File: config.mk
export PLATFORM = sky130hd
export DESIGN_NAME = aes_sbox_pipe
export DESIGN_NICKNAME = d
export VERILOG_FILES = /design/src/rtl/aes_pkg.sv /design/src/rtl/aes_Multiplier.sv /design/src/rtl/aes_gf16_inv.sv /design/src/rtl/aes_sbox_pipe.sv
export SDC_FILE = /design/constraint.sdc
export NUM_CORES = 1
export LEC_CHECK = 0
export ABC_AREA = 1
export CAP_MARGIN = 20
export CORE_AREA = 2 2 85 87
export CTS_BUF_LIST = sky130_fd_sc_hd__clkbuf_16
export DETAILED_ROUTE_END_ITERATION = 8
export DIE_AREA = 0 0 87 89
export DONT_BUFFER_PORTS = 1
export PLACE_DENSITY = 0.75
export SLEW_MARGIN = 20
export SYNTH_ARGS = -nofsm -noshare
export SYNTH_HDL_FRONTEND = slang
export SYNTH_HIERARCHICAL = 1
export SYNTH_SLANG_ARGS = --single-unit
File: constraint.sdc
create_clock -name clk_i -period 2.1 [get_ports clk_i]
set_clock_uncertainty 0.05 [all_clocks]
set_input_delay 0 -clock clk_i [delete_from_list [all_inputs] [get_ports clk_i]]
set_output_delay 0 -clock clk_i [all_outputs]
set_load 0.02 [all_outputs]
File: src/rtl/aes_pkg.sv
// Shared AES field constants: composite-field GF((2^4)^2) basis maps, affine matrices and GF(2^4) helpers.
// Matrices are stored column-wise: element i is the image of input bit i.
package aes_pkg;

   typedef logic [7:0][7:0] mat8_t;

   localparam logic [7:0] AFFINE_C    = 8'h63;
   localparam logic [3:0] GF16_LAMBDA = 4'hC;

   // GF(2^4) product modulo x^4 + x + 1
   function automatic logic [3:0] gf16_mul(input logic [3:0] a, input logic [3:0] b);
      logic [3:0] p;
      logic [3:0] s;
      p = '0;
      s = a;
      for (int i = 0; i < 4; i++) begin
         if (b[i]) p ^= s;
         s = {s[2:0], 1'b0} ^ (s[3] ? 4'b0011 : 4'b0000);
      end
      return p;
   endfunction

   function automatic logic [3:0] gf16_sq(input logic [3:0] a);
      return {a[3], a[3] ^ a[1], a[2], a[2] ^ a[0]};
   endfunction

   function automatic logic [7:0] mat_apply(input mat8_t m, input logic [7:0] v);
      logic [7:0] r;
      r = '0;
      for (int i = 0; i < 8; i++) begin
         if (v[i]) r ^= m[i];
      end
      return r;
   endfunction

   // Composite product: elements are hi*Y + lo with Y^2 = Y + lambda
   function automatic logic [7:0] gf256c_mul(input logic [7:0] a, input logic [7:0] b);
      logic [3:0] hh;
      logic [3:0] hi;
      logic [3:0] lo;
      hh = gf16_mul(a[7:4], b[7:4]);
      hi = hh ^ gf16_mul(a[7:4], b[3:0]) ^ gf16_mul(a[3:0], b[7:4]);
      lo = gf16_mul(hh, GF16_LAMBDA) ^ gf16_mul(a[3:0], b[3:0]);
      return {hi, lo};
   endfunction

   // Finds a composite-field root of x^8+x^4+x^3+x+1; its powers form the map columns
   function automatic mat8_t build_iso_map();
      mat8_t      m;
      mat8_t      cols;
      logic [7:0] p;
      logic [7:0] acc;
      logic       found;
      m     = '0;
      cols  = '0;
      found = 1'b0;
      for (int b = 2; b < 256; b++) begin
         if (!found) begin
            p   = 8'h01;
            acc = 8'h00;
            for (int k = 0; k <= 8; k++) begin
               if (k < 8) cols[k] = p;
               if (k == 0 || k == 1 || k == 3 || k == 4 || k == 8) acc ^= p;
               p = gf256c_mul(p, 8'(b));
            end
            if (acc == 8'h00) begin
               m     = cols;
               found = 1'b1;
            end
         end
      end
      return m;
   endfunction

   function automatic mat8_t invert_map(input mat8_t m);
      mat8_t r;
      r = '0;
      for (int a = 0; a < 256; a++) begin
         for (int j = 0; j < 8; j++) begin
            if (mat_apply(m, 8'(a)) == (8'h01 << j)) r[j] = 8'(a);
         end
      end
      return r;
   endfunction

   function automatic mat8_t rot_matrix(input logic [7:0] rots);
      mat8_t m;
      m = '0;
      for (int i = 0; i < 8; i++) begin
         for (int r = 0; r < 8; r++) begin
            if (rots[r]) m[i][3'(i + r)] = 1'b1;
         end
      end
      return m;
   endfunction

   localparam mat8_t ISO_MAP     = build_iso_map();
   localparam mat8_t ISO_MAP_INV = invert_map(ISO_MAP);
   localparam mat8_t AFFINE_FWD  = rot_matrix(8'b0001_1111);
   localparam mat8_t AFFINE_INV  = rot_matrix(8'b0100_1010);

endpackage

File: src/rtl/aes_Multiplier.sv
// Combinational GF(2^4) multiplier over x^4 + x + 1.
module aes_Multiplier
   import aes_pkg::*;
(
   input  logic [3:0] a_i,
   input  logic [3:0] b_i,
   output logic [3:0] p_o
);

   assign p_o = gf16_mul(a_i, b_i);

endmodule

File: src/rtl/aes_gf16_inv.sv
// Combinational GF(2^4) multiplicative inverse over x^4 + x + 1; zero maps to zero.
module aes_gf16_inv (
   input  logic [3:0] d_i,
   output logic [3:0] d_inv_o
);

   always_comb begin
      d_inv_o = 4'h0;
      case (d_i)
         4'h1:    d_inv_o = 4'h1;
         4'h2:    d_inv_o = 4'h9;
         4'h3:    d_inv_o = 4'hE;
         4'h4:    d_inv_o = 4'hD;
         4'h5:    d_inv_o = 4'hB;
         4'h6:    d_inv_o = 4'h7;
         4'h7:    d_inv_o = 4'h6;
         4'h8:    d_inv_o = 4'hF;
         4'h9:    d_inv_o = 4'h2;
         4'hA:    d_inv_o = 4'hC;
         4'hB:    d_inv_o = 4'h5;
         4'hC:    d_inv_o = 4'hA;
         4'hD:    d_inv_o = 4'h4;
         4'hE:    d_inv_o = 4'h3;
         4'hF:    d_inv_o = 4'h8;
         default: d_inv_o = 4'h0;
      endcase
   end

endmodule

File: src/rtl/aes_sbox_pipe.sv
// Three-stage pipelined AES SubBytes / InvSubBytes using composite-field inversion.
// The whole pipe advances on one enable, so bubbles stay in place and a stall freezes every stage.
module aes_sbox_pipe
   import aes_pkg::*;
#(
   parameter int TAG_W = 4
) (
   input  logic             clk_i,
   input  logic             rst_i,
   input  logic             in_valid_i,
   output logic             in_ready_o,
   input  logic             in_inv_i,
   input  logic [7:0]       in_data_i,
   input  logic [TAG_W-1:0] in_tag_i,
   output logic             out_valid_o,
   input  logic             out_ready_i,
   output logic [7:0]       out_data_o,
   output logic [TAG_W-1:0] out_tag_o,
   output logic             busy_o
);

   logic             adv;
   logic             v1_q, v2_q, v3_q;
   logic [3:0]       hi1_q, lo1_q, d1_q, hi2_q, lo2_q, dInv2_q;
   logic             inv1_q, inv2_q;
   logic [TAG_W-1:0] tag1_q, tag2_q, tag3_q;
   logic [7:0]       data3_q;

   logic [7:0]       preIso;
   logic [7:0]       isoVal;
   logic [3:0]       hi1_d, lo1_d, d1_d, prod0;
   logic [3:0]       dInv2_d;
   logic [3:0]       hiOut, loOut;
   logic [7:0]       stdInv;
   logic [7:0]       data3_d;

   assign adv        = !v3_q || out_ready_i;
   assign in_ready_o = adv;

   // Stage 1: undo the affine step for InvSubBytes, move to the composite basis, form the norm d
   assign preIso = in_inv_i ? mat_apply(AFFINE_INV, in_data_i ^ AFFINE_C) : in_data_i;
   assign isoVal = mat_apply(ISO_MAP, preIso);
   assign hi1_d  = isoVal[7:4];
   assign lo1_d  = isoVal[3:0];

   aes_Multiplier u_mul0 (.a_i(lo1_d), .b_i(hi1_d ^ lo1_d), .p_o(prod0));

   assign d1_d = gf16_mul(GF16_LAMBDA, gf16_sq(hi1_d)) ^ prod0;

   aes_gf16_inv u_inv (.d_i(d1_q), .d_inv_o(dInv2_d));

   // Stage 3: rebuild the inverse, return to the AES basis, apply the forward affine for SubBytes
   aes_Multiplier u_mul1 (.a_i(hi2_q),         .b_i(dInv2_q), .p_o(hiOut));
   aes_Multiplier u_mul2 (.a_i(hi2_q ^ lo2_q), .b_i(dInv2_q), .p_o(loOut));

   assign stdInv  = mat_apply(ISO_MAP_INV, {hiOut, loOut});
   assign data3_d = inv2_q ? stdInv : (mat_apply(AFFINE_FWD, stdInv) ^ AFFINE_C);

   always_ff @(posedge clk_i or posedge rst_i) begin
      if (rst_i) begin
         v1_q    <= 1'b0;
         v2_q    <= 1'b0;
         v3_q    <= 1'b0;
         hi1_q   <= '0;
         lo1_q   <= '0;
         d1_q    <= '0;
         inv1_q  <= 1'b0;
         tag1_q  <= '0;
         hi2_q   <= '0;
         lo2_q   <= '0;
         dInv2_q <= '0;
         inv2_q  <= 1'b0;
         tag2_q  <= '0;
         data3_q <= '0;
         tag3_q  <= '0;
      end else if (adv) begin
         v1_q    <= in_valid_i & in_ready_o;
         v2_q    <= v1_q;
         v3_q    <= v2_q;
         hi1_q   <= hi1_d;
         lo1_q   <= lo1_d;
         d1_q    <= d1_d;
         inv1_q  <= in_inv_i;
         tag1_q  <= in_tag_i;
         hi2_q   <= hi1_q;
         lo2_q   <= lo1_q;
         dInv2_q <= dInv2_d;
         inv2_q  <= inv1_q;
         tag2_q  <= tag1_q;
         data3_q <= data3_d;
         tag3_q  <= tag2_q;
      end
   end

   assign out_valid_o = v3_q;
   assign out_data_o  = data3_q;
   assign out_tag_o   = tag3_q;
   assign busy_o      = v1_q | v2_q | v3_q;

endmodule

==> metrics.md <==
| Metric | Value |
|---|---|
| Post-DP HPWL | `between 6 and 7 mm` |
| CP Class | `reg2reg` |
| Arrival time worst endpoint | `2510 ps` |
| Top cells by area, synth | `dfrtp_1 32%, nand2_1 26%, nand3_1 6.3%, inv_1 6.0%, xor2_1 5.9%` |
| # diodes | `0` |
| Worst Max-Slew Pin Slew | `474 ps` |
| Total track usage | `25.0%` |
| Most frequent cells in the layout | `258 x nand2_1, 56 x inv_1, 46 x dfrtp_1, 46 x buf_4, 45 x nand3_1` |
| Post-synth top area cell | `dfrtp_1` |
| Syn Inst Count | `602` |
| Synth top area share | `31.6%` |
| DRT antenna net count | `0` |
| Max incr delay on CP | `410 ps` |
| CTS Sinks | `49` |
| GRT overflow | `0` |
| Die Y | `89 um` |
| CP max stage cell | `dfrtp_1` |
| Synthesized area per cell | `6.45 um2` |
| I/O Pins | `32` |
| Clk root buf | `clkbuf_16` |
| Final Max Slew Viols | `0` |
| #FFs+latches synth | `just under 50` |
| Die area | `7740 um2` |
| Vias in the first global route | `3,602` |
| Post-synth net total | `roughly 630` |
| Startpoint types | `flip-flop` |
| Wire per inst | `12.8 um` |
| Cts bufs inserted | `5` |
| First-pass GRT wire length | `15.6 mm` |
| Fmax | `approximately 420 MHz` |
| Unrepaired setup endpoints after global routing | `yes` |
| Worst VDD drop | `1.10 mV` |
| CTS tree | `built` |
| Share of layout cells above drive strength 1 | `22.5%` |
| Leakage power | `0.00260 uW` |
| Finished Cell Area | `4760 um2` |
| Routed wire length | `9.39 mm` |
| Nets | `676` |
| Drt pass-1 iters | `5` |
| Buf/Inv on CP | `3` |
| Via density | `5.20` |
| Crit-path cells | `xor2_2 > inv_1 > nand2_1 > nand2_4 > nand2_2 > inv_2 > nand2_2 > nand2_1 > nand2_1 > nand2_2 > xnor2_2 > inv_2 > nand2_2 > nand2_4 > xor2_2 > nand2_1 > nand2_1 > nor2_1 > o21ai_1` |
| Via count | `3,812` |
| Port buffer count | `0` |
| Initial core utilization | `between 50% and 60%` |
| Rows | `30` |
| Most common cell on crit path | `nand2_1` |
| Clock slew at reported path FFs | `70 ps` |
| 1st-iter DRT viols | `around 240` |
| Final setup violation count | `8` |
| Slew headroom | `slightly below 70%` |
| Tcrit/Tclk final | `113%` |
| Finished Core Util | `70.8%` |
| Synth warn | `6` |
| Layout overhead on the synthesized area | `22.5%` |
| Synth Cell Area | `3880 um2` |
| Critical Path End Type | `flip-flop` |
| Distinct cells, synth | `35` |
| Chip width | `87 um` |
| CP top delay family | `simple AND/OR/NAND/NOR gates` |
| Post-Place Cell Area | `4310 um2` |
| Clock buffer depth | `2` |
| Sequential area share after synthesis | `a little under a third` |
| Residual DRC count | `0` |
| Core Footprint | `6720 um2` |
| Largest net degree at the start of global routing | `53` |
| Failing checks | `setup timing` |
| CP max FO | `4` |
| Total Power | `between 9000 and 10,000 uW` |
| Pre-CTS setup slack | `-294 ps` |
| Final worst path period need | `2380 ps` |
| Final worst slack | `-278 ps` |
| Later-pin clock latency in the skew report | `290 ps` |
| Commonest non-fill, non-tap cell in the layout | `nand2_1` |
| Antenna violations before repair | `0` |
| Final GP Congestion | `0.906` |
| Pwr dens | `1970 nW/um2` |
| Max-cap violations | `0` |
| HP Class | `in2reg` |
| Status | `finished with violations` |
| Critical Path RT | `~2200 ps` |
| Final hold violations | `0` |
| H-tree depth | `2` |
-- report_power, final --
group          leakage, uW  switching (uW)  internal [uW]
sequential        0.000587             536           1350
combinational      0.00194            3740           2920
clock            0.0000763             391            457
total              0.00260            4670           4720
-- registers in the layout, indices dropped and copies added, names as in the netlist --
register and cells:
hi2_q 4, tag2_q 4, lo1_q 4, v2_q 1, out_data_o 8, inv1_q 1
tag1_q 4, dInv2_q 4, out_tag_o 4, lo2_q 4, inv2_q 1, out_valid_o 1
hi1_q 4, v1_q 1, d1_q 4
-- cells by family after synthesis --
kind of cell    count (synthesis)  synth area share (%)
compound gates                 42                  6.06
xor+xnor                       44                  10.8
simple gates                  369                  39.6
buf+inv                        91                  9.76
flops                          49                  31.6
fa+ha+maj                       7                  2.26
-- through the flow --
stage	TNS, ps	instances	hold WS [ps]
finish	-1450	733	23.2
global route	-2590	733	36.3
CTS	-711	728	14.5
detailed placement	-1570	711	-173
global placement	-834	711	-177
floorplan	-71.7	602	76.6
-- worst reg2reg max path, delay by kind of cell (launching register included) --
kind | cells | cell delay (ps)
flops | 1 | 410
simple gates | 12 | 930
compound gates | 1 | 60
xor+xnor | 3 | 600
buf+inv | 3 | 210
-- cell usage after synthesis --
| cell type | n |
|---|---|
| nand3_1 | 49 |
| nand3b_1 | 3 |
| o22ai_1 | 1 |
| inv_1 | 62 |
| or2_1 | 1 |
| buf_4 | 2 |
| dfrtp_1 | 49 |
| ha_1 | 7 |
| xor2_4 | 1 |
| a21oi_1 | 3 |
| nand2_2 | 17 |
| xnor2_2 | 1 |
| nand2_4 | 1 |
| a31oi_1 | 3 |
| inv_4 | 1 |
| or2_0 | 1 |
| o32ai_1 | 1 |
| nor2_2 | 1 |
| o21ai_1 | 18 |
| a21oi_2 | 1 |
| buf_6 | 3 |
| inv_6 | 1 |
| nand2_1 | 272 |
| xnor2_1 | 15 |
| clkbuf_1 | 9 |
| nand3_2 | 3 |
| xor2_2 | 1 |
| nor2_1 | 20 |
| inv_2 | 13 |
| xor2_1 | 26 |
| or2_2 | 1 |
| o21a_1 | 1 |
| o21ai_0 | 11 |
| o21ai_2 | 2 |
| a21boi_0 | 1 |
-- timing repair --
item                                    4_1_cts  5_1_grt
buffers inserted                              2        5
gates resized for setup                      20       21
pin swaps                                     8        7
hold buffers                                  7        0
endpoints found under the setup margin        8       12
hold endpoints to repair                     55        0
-- layer usage --
| layer | track usage, % | vias up | part of all wire [%] |
|---|---|---|---|
| met5 | 0 | - | 0 |
| met4 | 7.53 | 0 | 1.6 |
| met3 | 3.79 | 13 | 4.3 |
| met2 | 45.7 | 98 | 52 |
| met1 | 30.4 | 1767 | 42 |
| li1 | - | 1934 | - |
-- path summary, 6_finish.rpt --
check                                startpoint                   endpoint  slack (ps)  cells after the start
hold / removal                     in_data_i[5]       hi1_q[3]$_DFFE_PP0N_          20                      4
setup / recovery           hi2_q[0]$_DFFE_PP0N_  out_data_o[1]$_DFFE_PP0N_        -280                     19
setup reg to reg           hi2_q[0]$_DFFE_PP0N_  out_data_o[1]$_DFFE_PP0N_        -280                     19
hold reg to reg            hi1_q[2]$_DFFE_PP0N_       hi2_q[2]$_DFFE_PP0N_         430                      2
max in group asynchronous                 rst_i      tag2_q[2]$_DFFE_PP0N_        1340                      3
min in group asynchronous                 rst_i  out_data_o[3]$_DFFE_PP0N_          90                      2
-- cell type report --
class	count	area, um2
Clock inverter	3	28.8
Clock buffer	5	125
Timing Repair Buffer	57	478
Fill cell	528	1960
Inverter	77	297
Tap cell	80	100
Sequential cell	49	1230
Multi-Input combinational cell	462	2500
Power figures use the tool's default switching activity.
